`src/rtl/fifo_ram_ctrl.sv`:
```
// Synchronous FIFO controller driving an external 16x8 register RAM with pointers, occupancy and flags.
// Optional sticky overflow/underflow outputs are enabled by defining FIFO_ERR_FLAG_EN.
module fifo_ram_ctrl #(
  parameter int DATA_W = 8,
  parameter int ADDR_W = 4,
  parameter int DEPTH  = 16
) (
  input  logic              sys_clk,
  input  logic              sys_rst,
  input  logic              push,
  input  logic [DATA_W-1:0] push_data,
  input  logic              pop,
  output logic [DATA_W-1:0] pop_data,
  output logic              pop_valid,
  output logic              full,
  output logic              empty,
  output logic [ADDR_W:0]   count,
  output logic              ram_wr_en,
  output logic [ADDR_W-1:0] ram_wr_addr,
  output logic [DATA_W-1:0] ram_wr_data,
  output logic              ram_rd_en,
  output logic [ADDR_W-1:0] ram_rd_addr,
  input  logic [DATA_W-1:0] ram_rd_data
`ifdef FIFO_ERR_FLAG_EN
  ,
  output logic              overflow,
  output logic              underflow
`endif
);

  localparam logic [ADDR_W:0] DEPTH_CNT = (ADDR_W+1)'(DEPTH);

  logic [ADDR_W-1:0] wr_ptr;
  logic [ADDR_W-1:0] rd_ptr;
  logic [ADDR_W:0]   count_nxt;
  logic              push_acc;
  logic              pop_acc;
  logic              vld_p1;

  // Stage p0: acceptance against registered flags, RAM strobes, next occupancy
  always_comb begin
    push_acc  = push & ~full;
    pop_acc   = pop & ~empty;
    count_nxt = count;
    case ({push_acc, pop_acc})
      2'b10:   count_nxt = count + 1'b1;
      2'b01:   count_nxt = count - 1'b1;
      default: count_nxt = count;
    endcase
  end

  assign ram_wr_en   = push_acc;
  assign ram_wr_addr = wr_ptr;
  assign ram_wr_data = push_data;
  assign ram_rd_en   = pop_acc;
  assign ram_rd_addr = rd_ptr;

  // Stage p1: pointers, count, flags and read-valid register
  always_ff @(posedge sys_clk) begin
    if (sys_rst) begin
      wr_ptr <= '0;
      rd_ptr <= '0;
      count  <= '0;
      empty  <= 1'b1;
      full   <= 1'b0;
      vld_p1 <= 1'b0;
    end else begin
      if (push_acc) wr_ptr <= wr_ptr + 1'b1;
      if (pop_acc)  rd_ptr <= rd_ptr + 1'b1;
      count  <= count_nxt;
      full   <= (count_nxt == DEPTH_CNT);
      empty  <= (count_nxt == '0);
      vld_p1 <= pop_acc;
    end
  end

  // RAM read data is registered inside the RAM, so it lines up with vld_p1
  assign pop_valid = vld_p1;
  assign pop_data  = ram_rd_data;

`ifdef FIFO_ERR_FLAG_EN
  always_ff @(posedge sys_clk) begin
    if (sys_rst) begin
      overflow  <= 1'b0;
      underflow <= 1'b0;
    end else begin
      if (push & full) overflow  <= 1'b1;
      if (pop & empty) underflow <= 1'b1;
    end
  end
`endif

endmodule
```
`config.mk`:
```
export PLATFORM = sky130hd
export DESIGN_NAME = fifo_ram_ctrl
export DESIGN_NICKNAME = d
export VERILOG_FILES = /design/src/rtl/fifo_ram_ctrl.sv
export SDC_FILE = /design/constraint.sdc
export NUM_CORES = 1
export LEC_CHECK = 0
export CAP_MARGIN = 20
export CELL_PAD_IN_SITES_DETAIL_PLACEMENT = 1
export CELL_PAD_IN_SITES_GLOBAL_PLACEMENT = 1
export CORE_UTILIZATION = 29
export CTS_BUF_LIST = sky130_fd_sc_hd__clkbuf_4 sky130_fd_sc_hd__clkbuf_8
export DETAILED_ROUTE_END_ITERATION = 6
export PLACE_DENSITY = 0.93
export SLEW_MARGIN = 10
export SYNTH_ARGS = -nofsm -noshare
export SYNTH_HDL_FRONTEND = slang
export SYNTH_SLANG_ARGS = --single-unit
```
`constraint.sdc`:
```
create_clock -name sys_clk -period 5.64 [get_ports sys_clk]
set_clock_uncertainty 0.1 [all_clocks]
set_input_delay 1.128 -clock sys_clk [delete_from_list [all_inputs] [get_ports sys_clk]]
set_output_delay 1.128 -clock sys_clk [all_outputs]
set_load 0.05 [all_outputs]
```
==> impl_metrics.py <==
metrics = {
    "status": {
        "outcome": "finished clean",
    },
    "yosys": {
        "synth-edff-count": 0,
        "yosysTopAreaCellShare_pct": 34.3,
        "yosys_warnings": 0,
        "synthDistinctLibCells": 32,
        "syn_inst": 108,
        "synthFlopType": "dfxtp_1",
        "synth.avg_cell_area_um2": 8.64,
        "ys_async_sr_fraction_pct": 0,
        "synth_nets": 132,
        "synthesis.area_um2": 933,
        "ys_top_cells_by_area": "dfxtp_1 34%, buf_4 13%, nor2_1 6.0%",
        "yosysTopAreaCell": "dfxtp_1",
        "yosysSeqAreaShare_pct": 34.3,
        "ys_ff_latch": 16,
    },
    "global_route": {
        "antenna_found_initial": 0,
        "grt_pass1_wl_um": 3290,
        "grt_max_degree": 17,
        "grt-ovfl-total": 0,
        "grt_pass1_vias": 755,
        "grt_usage_pct": 12.9,
    },
    "routing": {
        "vias": 752,
        "ant_nets": 0,
        "drc": 0,
        "routed_wl_um": 2070,
        "routedWlPerCell_um": 13.3,
        "routed_via_density": 4.82,
        "first_pass_iters": 3,
        "drt_iter0_drc": 6,
    },
    "sta": {
        "finalCritPeriodShare_pct": 71.0,
        "rsz0062_at_grt": "no",
        "worstMarginPinSlew_ps": 606,
        "setup_tns_ps": 0,
        "min_period_ps": 4000,
        "setup_viol": 0,
        "drv_slew": 0,
        "hold_viol": 0,
        "relSlewSlack_pct": 59.5,
        "hold-worst-slack_ps": 412,
        "timing.fmax_mhz": 250,
        "finalWorstSetupSlack_ps": 1640,
    },
    "clocking": {
        "numCtsBuffers": 3,
        "cts.clk_slew.worst_paths_ps": 90,
        "insertion_delay_ps": 290,
        "cts_root_buffer": "clkbuf_4",
        "post_cts_buffers": 0,
        "cts_max_level": 1,
        "cts.sinks": 16,
        "cts_tree": "done",
        "clk_path_buf_depth": 2,
        "ctsResizeCount": 0,
        "cts_hold_buf": 0,
    },
    "worst_setup_path": {
        "slowest_stage": "clkdlybuf4s50_1",
        "crit_top_cell": "clkdlybuf4s50_1",
        "critical-path-max-stage-delay_ps": 820,
        "critPathBufInv": 3,
        "endpoint_kind": "output pin",
        "critPathLaunchType": "primary input",
        "cp_max_fo": 7,
        "cp_cell_sequence": "clkdlybuf4s50_1, nand2b_1, inv_2, clkdlybuf4s50_1",
        "required_ps": 4410,
        "path_class": "in2out",
        "critPathArrivalTime_ps": 2780,
        "path_delay_family": "buffers and inverters",
    },
    "placed_design": {
        "place_area_mm2": 0.00105,
        "port_buffers": 21,
        "dp.cells": 152,
        "dp_hpwl_um": 1590,
        "dpl_worst_slack_ps": 1640,
        "gp_congestion": 0.831,
    },
    "job": {
        "cap_violations": 0,
    },
    "pwr": {
        "p_leak_nw": 0.405,
        "powerDensity_mw_per_mm2": 465,
        "ir_drop_mv": 0.181,
    },
    "floorplan": {
        "coreArea_mm2": 0.00305,
        "initial_core_util_pct": 30.6,
        "die_x_um": 58.7,
        "die_h_um": 58.7,
        "pin_count": 54,
        "core.rowCount": 20,
        "die-area_mm2": 0.00345,
    },
    "final_layout": {
        "fin_cells": 156,
        "fin_nets": 137,
        "fillers": 384,
        "layout-drive-gt1-share_pct": 8.93,
        "area_growth_pct": 16.2,
        "design_area_mm2": 0.00108,
        "antenna_cells": 0,
    },
    "min_path": {
        "hold_path_class": "reg2reg",
    },
}
==> worst reg2reg max path: cells and delay by family, from the launching register on <==
kind,cells,cell delay [ps]
adder cells (fa/ha/maj),1,230
buffers and inverters,1,180
XOR/XNOR,1,140
AO/OA/AOI/OAI,4,970
flip-flops,1,330
AND/OR/NAND/NOR,3,550
==> cell usage after synthesis (2+ instances only) <==
master and count:
a21oi_1 6, buf_2 3, buf_4 16, dfxtp_1 16, ha_1 4, inv_1 2, inv_2 2, nand2_1 8
nand2b_1 3, nand4_1 2, nor2_1 15, nor3_1 2, xnor2_1 5, xor2_1 6
==> metal layers <==
metal | up-vias | wire [um] | track usage (%)
met5 | - | 0 | 0
met4 | 0 | 48 | 5.78
met3 | 7 | 116 | 5.49
met2 | 30 | 1080 | 23.1
met1 | 365 | 828 | 12.9
li1 | 350 | - | -
==> cell usage in the layout, fill, tap and decap left out <==
cell type        instances
nor3_1                   2
inv_2                    2
o21ai_0                  1
xor2_1                   6
a31oi_4                  1
nand3_1                  1
nand2b_1                 3
clkdlybuf4s50_1         21
o31a_2                   1
o22ai_1                  1
nand4b_1                 1
nor4bb_1                 1
ha_1                     4
clkbuf_4                 3
a21boi_0                 1
nand2_1                  8
a21oi_1                  6
mux2i_1                  1
inv_1                    2
dfxtp_1                 16
xnor2_1                  5
a22o_1                   1
or4_4                    1
a31o_2                   1
nor4b_1                  1
o211ai_1                 1
clkbuf_8                 1
nor3b_1                  1
o21bai_1                 1
nand4_1                  2
nor2_1                  15
==> report_power, final <==
group	internal, W	total [W]	switching [W]
clock network	0.0000394	0.0000771	0.0000377
registers	0.000135	0.000166	0.0000315
logic	0.0000981	0.000261	0.000163
total	0.000272	0.000505	0.000232
==> cell type report <==
| type | instances | area [um2] | share of cell area, % |
|---|---|---|---|
| sequential | 16 | 320 | 29.5 |
| clock buffer | 4 | 36.3 | 3.34 |
| inverter | 4 | 15.0 | 1.38 |
| multi-input combinational | 67 | 448 | 41.3 |
| tap | 44 | 55.1 | 5.07 |
| timing repair buffer | 21 | 210 | 19.4 |
==> path summary, 6_finish.rpt <==
kind,cells past startpoint,end,slack (ps),startpoint
worst max-delay path,4,ram_wr_en,1640,push
worst min register to register,2,ram_wr_addr[1]$_SDFFE_PP0P_,410,ram_wr_addr[1]$_SDFFE_PP0P_
worst min-delay path,2,ram_wr_addr[1]$_SDFFE_PP0P_,410,ram_wr_addr[1]$_SDFFE_PP0P_
worst max register to register,10,full$_SDFF_PP0_,3060,empty$_SDFF_PP1_
==> kinds of logic (layout without fill, tap and decap cells) <==
group	after synthesis	count (layout)	share of synthesized area, %
xor+xnor	11	11	10.3
compound gates	15	15	12.1
mux	1	1	1.07
flops	16	16	34.3
simple gates	36	36	19.2
buf+inv	25	29	17.7
fa+ha+maj	4	4	5.36
==> flip-flops by register name, indices dropped and copies added (netlist names) <==
| signal | cells |
|---|---|
| count | 5 |
| empty | 1 |
| pop_valid | 1 |
| full | 1 |
| ram_wr_addr | 4 |
| ram_rd_addr | 4 |
==> through the flow <==
stage | utilization, % | total power [W]
4_1_cts | 35.5 | 0.000511
3_3_place_gp | 34.3 | 0.000420
3_5_place_dp | 34.3 | 0.000431
6_report | 35.5 | 0.000505
2_1_floorplan | - | 0.000391
5_1_grt | 35.5 | 0.000532
(Power assumes the default switching activity.)
